## src/rtl/credit_tracker_pkg.sv

```systemverilog
// rtl/credit_tracker_pkg.sv - shared widths for the credit tracker, derived from the global macros
`ifndef ADDR_WIDTH
`define ADDR_WIDTH 3
`endif
`ifndef VC_INDEX_WIDTH
`define VC_INDEX_WIDTH 3
`endif
`ifndef NULL_PC
`define NULL_PC 3'd7
`endif
`ifndef NUM_VC
`define NUM_VC 4
`endif

package credit_tracker_pkg;
  localparam int ADDR_W = `ADDR_WIDTH;
  localparam int VC_W   = `VC_INDEX_WIDTH;
  localparam int NUM_VC = `NUM_VC;
endpackage

```

## src/rtl/credit_cnt.sv

```systemverilog
// rtl/credit_cnt.sv - single-VC saturating credit counter with underflow/overflow pulses
module credit_cnt
  import credit_tracker_pkg::*;
#(
  parameter int DEPTH = 4
) (
  input  logic              clk,
  input  logic              reset,
  input  logic              inc,
  input  logic              dec,
  output logic [ADDR_W-1:0] count,
  output logic              underflow,
  output logic              overflow
);

  localparam logic [ADDR_W-1:0] FULL = ADDR_W'(DEPTH);

  logic [ADDR_W-1:0] count_q, count_d;

  // Next count: a simultaneous send and credit cancel; out-of-range moves hold and pulse an error
  always_comb begin
    count_d   = count_q;
    underflow = 1'b0;
    overflow  = 1'b0;
    if (dec && !inc) begin
      if (count_q == '0) underflow = 1'b1;
      else               count_d   = count_q - ADDR_W'(1);
    end else if (inc && !dec) begin
      if (count_q == FULL) overflow = 1'b1;
      else                 count_d  = count_q + ADDR_W'(1);
    end
  end

  // Counter register; reset refills the VC to a full buffer
  always_ff @(posedge clk) begin
    if (reset) count_q <= FULL;
    else       count_q <= count_d;
  end

  assign count = count_q;

endmodule

```

## src/rtl/credit_tracker.sv

```systemverilog
// rtl/credit_tracker.sv - per-VC downstream credit tracking for one router output port
module credit_tracker
  import credit_tracker_pkg::*;
#(
  parameter int DEPTH    = 4,
  parameter int CRED_LAT = 1
) (
  input  logic              clk,
  input  logic              reset,
  input  logic              send_valid,
  input  logic [VC_W-1:0]   send_vc,
  input  logic              credit_valid,
  input  logic [VC_W-1:0]   credit_vc,
  output logic [ADDR_W-1:0] vc0_credit,
  output logic [ADDR_W-1:0] vc1_credit,
  output logic [ADDR_W-1:0] vc2_credit,
  output logic [ADDR_W-1:0] vc3_credit,
  output logic              underflow_err,
  output logic              overflow_err
);

  logic              cred_valid_q, cred_valid_d;
  logic [VC_W-1:0]   cred_vc_q, cred_vc_d;
  logic              underflow_err_q, underflow_err_d;
  logic              overflow_err_q, overflow_err_d;
  logic              app_valid;
  logic [VC_W-1:0]   app_vc;
  logic [NUM_VC-1:0] inc, dec, under, over;
  logic [ADDR_W-1:0] count [NUM_VC];

  // Credit-return pipeline input: capture the raw credit every cycle
  always_comb begin
    cred_valid_d = credit_valid;
    cred_vc_d    = credit_vc;
  end

  // Credit-return pipeline register; reset drops any credit in flight
  always_ff @(posedge clk) begin
    if (reset) begin
      cred_valid_q <= 1'b0;
      cred_vc_q    <= '0;
    end else begin
      cred_valid_q <= cred_valid_d;
      cred_vc_q    <= cred_vc_d;
    end
  end

  assign app_valid = (CRED_LAT == 1) ? cred_valid_q : credit_valid;
  assign app_vc    = (CRED_LAT == 1) ? cred_vc_q    : credit_vc;

  // Decode sends and applied credits to per-VC strobes; VC indices above 3 match nothing
  always_comb begin
    inc = '0;
    dec = '0;
    for (int i = 0; i < NUM_VC; i++) begin
      inc[i] = app_valid  && (app_vc  == VC_W'(i));
      dec[i] = send_valid && (send_vc == VC_W'(i));
    end
  end

  for (genvar g = 0; g < NUM_VC; g++) begin : g_cnt
    credit_cnt #(.DEPTH(DEPTH)) u_cnt (
      .clk       (clk),
      .reset     (reset),
      .inc       (inc[g]),
      .dec       (dec[g]),
      .count     (count[g]),
      .underflow (under[g]),
      .overflow  (over[g])
    );
  end

  // Sticky error flags accumulate any counter's error pulse
  always_comb begin
    underflow_err_d = underflow_err_q | (|under);
    overflow_err_d  = overflow_err_q  | (|over);
  end

  // Error flag registers, cleared only by reset
  always_ff @(posedge clk) begin
    if (reset) begin
      underflow_err_q <= 1'b0;
      overflow_err_q  <= 1'b0;
    end else begin
      underflow_err_q <= underflow_err_d;
      overflow_err_q  <= overflow_err_d;
    end
  end

  assign vc0_credit    = count[0];
  assign vc1_credit    = count[1];
  assign vc2_credit    = count[2];
  assign vc3_credit    = count[3];
  assign underflow_err = underflow_err_q;
  assign overflow_err  = overflow_err_q;

endmodule

```

## config.mk

```make
export PLATFORM = sky130hd
export DESIGN_NAME = credit_tracker
export DESIGN_NICKNAME = d
export VERILOG_FILES = /design/src/rtl/credit_tracker_pkg.sv /design/src/rtl/credit_cnt.sv /design/src/rtl/credit_tracker.sv
export SDC_FILE = /design/constraint.sdc
export NUM_CORES = 1
export LEC_CHECK = 0
export ABC_CLOCK_PERIOD_IN_PS = 2100
export BUFFER_PORTS_ARGS = -buffer_cell sky130_fd_sc_hd__clkbuf_2
export CORE_ASPECT_RATIO = 0.6
export CORE_MARGIN = 2
export CORE_UTILIZATION = 51
export CTS_BUF_LIST = sky130_fd_sc_hd__clkbuf_4 sky130_fd_sc_hd__clkbuf_8
export DETAILED_ROUTE_END_ITERATION = 10
export PLACE_DENSITY_LB_ADDON = 0.3
export REMOVE_ABC_BUFFERS = 1
export SETUP_SLACK_MARGIN = 0.2
export SYNTH_ARGS = -nofsm -noshare
export SYNTH_HDL_FRONTEND = slang
export SYNTH_SLANG_ARGS = --single-unit
```

## constraint.sdc

```tcl
create_clock -name clk -period 2.1 [get_ports clk]
set_input_delay 0.525 -clock clk [delete_from_list [all_inputs] [get_ports clk]]
set_output_delay 0.525 -clock clk [all_outputs]
set_load 0.005 [all_outputs]
```

# Yosys cells after proc, flatten, opt, wreduce, memory -nomap -nowiden

Cells that the tools add are included.

Flip-flop bits (word level): 18
Output and inout port bits: 14

Add/sub/neg operators: 8
Equal/unequal tests: 18
Mux-type cells: 36
Bitwise operators: 2
Reductions and logical operators: 40

Operator list:

| kind                  | count |
|---|---|
| $mux W3               | 16 |
| $mux W1               | 20 |
| $logic_not A3 Y1      | 6 |
| $logic_and A1 B1 Y1   | 16 |
| $add A3 B1 Y3 const B | 4 |
| $eq A3 B2 Y1 const B  | 4 |
| $eq A3 B3 Y1 const B  | 4 |
| $reduce_and A3 Y1     | 4 |
| $sub A3 B1 Y3 const B | 4 |
| $logic_not A1 Y1      | 8 |
| $ne A2 B1 Y1 const B  | 4 |
| $ne A2 B2 Y1 const B  | 4 |
| $reduce_bool A2 Y1    | 4 |
| $reduce_or A4 Y1      | 2 |
| $eq A3 B1 Y1 const B  | 2 |
| $or A1 B1 Y1          | 2 |

# Longest topological paths before layout

Depth in word-level cells: 8
Gate-level depth with buffers: 8
Gate-level depth less buffers: 8

# Cells and area by module

From an unflattened synthesis, not the netlist that was laid out.

Cell total of the unflattened synthesis: 136
Area, all modules: 1,258.7 µm²

By module, submodules not included:

| module         | times used | cells each | area each (µm²) |
|---|---|---|---|
| credit_cnt     | 4          | 28         | 246.5 |
| credit_tracker | 1          | 24         | 272.8 |

# Worst setup path before layout

OpenSTA, ideal clock, no wires.

Kind: input port to flip-flop
Start: input send_vc[1]
End: register g_cnt[1].u_cnt.count_q[2]
Library setup time: 0.122 ns
Arrival: 2.070 ns
Required time: 1.978 ns
Setup slack: -0.092 ns
Stages on the path: 8
Cells stage by stage: nor4bb_4 > and2_1 > buf_2 > xor2_1 > ha_1 > nor2_1 > a32o_1 > a221o_1

Word-level cells in the longest chain between the ends: 6
Elaborated cells between the ends (all ways): 10
Those cells by class: eq/ne (3); mux (1); reduce/logical (6)

RTL lines:

| what                                | RTL line             | text |
|---|---|---|
| from (decl)                         | credit_tracker.sv:11 | `input logic [VC_W-1:0] send_vc,` |
| $eq A3 B1 Y1 (*)                    | credit_tracker.sv:57 | `dec[i] = send_valid && (send_vc == VC_W'(i));` |
| $logic_and A1 B1 Y1 (*)             | credit_tracker.sv:57 |  |
| $logic_not A1 Y1                    | credit_cnt.sv:28     | `end else if (inc && !dec) begin` |
| $logic_and A1 B1 Y1                 | credit_cnt.sv:28     |  |
| $reduce_bool A2 Y1 (no source line) | n/a                  |  |
| $reduce_and A3 Y1 (no source line)  | n/a                  |  |
| to (signal assigned)                | credit_cnt.sv:37     | `else count_q <= count_d;` |
| to (decl)                           | credit_cnt.sv:18     | `logic [ADDR_W-1:0] count_q, count_d;` |

Mark *: on every way between the ends. The rest lies on a longest branch, timed or not.
A chain may end at the register's enable or synchronous reset.

# Worst setup path after layout

Start: input send_vc[2]
End: register g_cnt[1].u_cnt.count_q[2]

Same word-level chain as after synthesis.

==> flow_metrics.py <==
metrics = {
    "setup_path": {
        "cp-start-kind": "input pin",
        "reg2reg_depth": 7,
        "path_max_fanout": 6,
        "regToRegStartpoint": "app_vc[1]$_SDFF_PP0_",
        "worstSetupPathType": "input pin to flip-flop",
        "endpoint": "g_cnt[1].u_cnt.count[2]$_SDFFE_PP1P_",
        "startpoint": "send_vc[2]",
        "critPathRequiredTime_ps": 2250,
        "worst_setup_path_end_kind": "flip-flop",
        "r2r_end": "g_cnt[1].u_cnt.count[2]$_SDFFE_PP1P_",
        "cp_data_arrival_time_ps": 2190,
        "r2r_setup_slack_ps": 230,
    },
    "power": {
        "ir_drop_v": 0.000440,
        "power.density_nw_per_um2": 485,
        "p_leak_nw": 0.663,
        "total_power_mw": 0.817,
    },
    "final_layout": {
        "multi_input_area_um2": 910,
        "drive_above_1_share_pct": 38.6,
        "fillers": 165,
        "area_growth_pct": 34.7,
        "final-seq-area_um2": 365,
        "final_cell_mix": "clkbuf_2, buf_4, dfxtp_1",
        "fin_area_um2": 1680,
        "layout.nets": 199,
        "final_common_cell": "clkbuf_2",
        "insertedDiodeCount": 0,
    },
    "placement": {
        "placed_cell_area_um2": 1490,
        "hpwl_um": 2400,
        "gp_congestion": 0.807,
        "pre_cts_ws_ps": -290,
        "numPortBuffers": 23,
    },
    "route": {
        "num_vias": 1333,
        "antenna_left": 0,
        "drc_errors": 0,
        "drtIter0Drc": 73,
        "wl_per_cell_um": 15.8,
        "wl_um": 3370,
        "drt_pass1_iterations": 4,
        "routed_via_density": 6.23,
    },
    "timing": {
        "fin_crit_ps": 2050,
        "layout_setup_ws_ps": 54.3,
        "setup_viol": 0,
        "final-hold-violation-count": 0,
        "rsz0062_at_grt": "true",
        "worst_slew_pin_slew_ps": 424,
        "fin_tns_setup_ps": 0,
        "max_freq_ghz": 0.489,
        "relSlewSlack_pct": 71.3,
        "fin_crit_sh_pct": 97.4,
        "fin_hold_ws_ps": 479,
        "drv_slew": 0,
        "fin_skew_ps": 6.73,
    },
    "worst_hold_path": {
        "holdCritPathClass": "input pin to flip-flop",
        "min_from": "credit_valid",
    },
    "grt": {
        "gr-total-overflow": 0,
        "antenna_found_initial": 0,
        "first_global_vias": 1163,
        "grt_use_total_pct": 24.1,
        "grt_pass1_wl_um": 5210,
        "grt_start_max_net_pins": 20,
    },
    "clock_tree": {
        "cts_buffers": 3,
        "ctsHoldBuffers": 0,
        "cts_tree": "yes",
        "clk_pin_slew_ps": 70,
        "ctsRootBufferMaster": "clkbuf_8",
        "cts_sinks": 18,
        "clk_path_buf_depth": 2,
        "clk_latency_ps": 260,
        "h-tree-depth": 1,
    },
    "floorplan": {
        "pin_count": 24,
        "core_area_um2": 2240,
        "start_util_pct": 55.7,
        "row_count": 13,
        "dieArea_um2": 2880,
        "die_h_um": 42.3,
        "die_w_um": 67.9,
    },
    "synth": {
        "async_flop_share_pct": 0,
        "ys_seq_elements": 18,
        "ys.flop_type": "dfxtp_1",
        "synth_area_um2": 1250,
        "syn_area_per_cell_um2": 8.74,
        "syn_inst": 143,
        "ys_seq_area_share_pct": 28.8,
        "synth_edf_count": 0,
        "synth_cell_type_count": 47,
        "yosysWarningCount": 0,
    },
    "run": {
        "cap_violations": 0,
    },
    "status": {
        "status": "finished clean",
    },
}
area by class of cell:
cell class              count  share of cell area, %
inverters                   8                   1.78
multi-input cells         114                   54.0
repair buffers             40                   17.0
flip-flops and latches     18                   21.7
well taps                  30                   2.23
clock buffers               4                   3.27
routing by layer:
layer  up-vias  wire length [µm]  global-route usage, %
met5         -                 0                      0
li1        640                 -                      -
met2        57              1490                   37.5
met1       626              1550                   32.5
met3        10               266                   7.53
met4         0                62                   6.00
flip-flops by register name, indices dropped and copies added, names as in the netlist:
| register | cells |
|---|---|
| underflow_err | 1 |
| app_vc | 3 |
| app_valid | 1 |
| g_cnt.u_cnt.count | 12 |
| overflow_err | 1 |
timing repair:
action / CTS / global route
pin swaps: 7 / 12
endpoints found under the setup margin: 5 / 4
setup buffers: 1 / 3
gates resized for setup: 17 / 15
cells by family (layout without fill, tap and decap cells):
logic type / after synthesis / count (layout) / share of synthesized area [%]
AOI/OAI and AO/OA: 35 / 35 / 19.6
xor gates and xnor gates: 8 / 8 / 5.61
adders and majority gates: 4 / 4 / 4.00
buffers and inverters: 11 / 52 / 3.40
DFF: 18 / 18 / 28.8
muxes: 1 / 1 / 0.801
and+or+nand+nor: 66 / 66 / 37.7
power breakdown:
part	internal (mW)	switching, mW
Combinational	0.0757	0.0671
Clock	0.167	0.130
Sequential	0.355	0.0215
Total	0.598	0.219
cells in the mapped netlist, drive strengths merged, types with 3 or more instances:
cell type,count,area (µm²)
inv,8,30.0
nand3,9,45.0
nor4b,3,56.3
nor2b,6,37.5
a31oi,4,25.0
nor3,5,25.0
a211o,3,26.3
nand4,3,18.8
dfxtp,18,360
nor2,9,33.8
xnor2,7,61.3
ha,4,50.1
nand4b,3,32.5
o21ai,5,25.0
nand2,7,26.3
a21oi,9,45.0
worst min-delay path by stage:
| stage | cells past startpoint | end |
|---|---|---|
| 2_1_floorplan | 2 | g_cnt[1].u_cnt.count[1]$_SDFFE_PP0P_ |
| 3_3_place_gp | 2 | g_cnt[1].u_cnt.count[1]$_SDFFE_PP0P_ |
| 3_5_place_dp | 2 | g_cnt[1].u_cnt.count[1]$_SDFFE_PP0P_ |
| 4_1_cts | 2 | app_vc[1]$_SDFF_PP0_ |
| 5_1_grt | 2 | app_valid$_SDFF_PP0_ |
| 6_report | 2 | app_valid$_SDFF_PP0_ |
metrics by stage:
step                      util [%]  std cells
after floorplan                  -        140
after global placement        66.3        206
after detailed placement      66.3        206
after CTS                     72.2        211
after global routing          75.0        214
final                         75.0        214
worst max-delay path, cell delays in order:
cell and delay (ps):
clkbuf_16 130, nor4bb_4 320, and2_4 210, xor2_1 150, ha_2 220, nor2_2 50
a32o_1 260, a221o_1 330
Note: power is estimated with default switching activity, not from simulation.
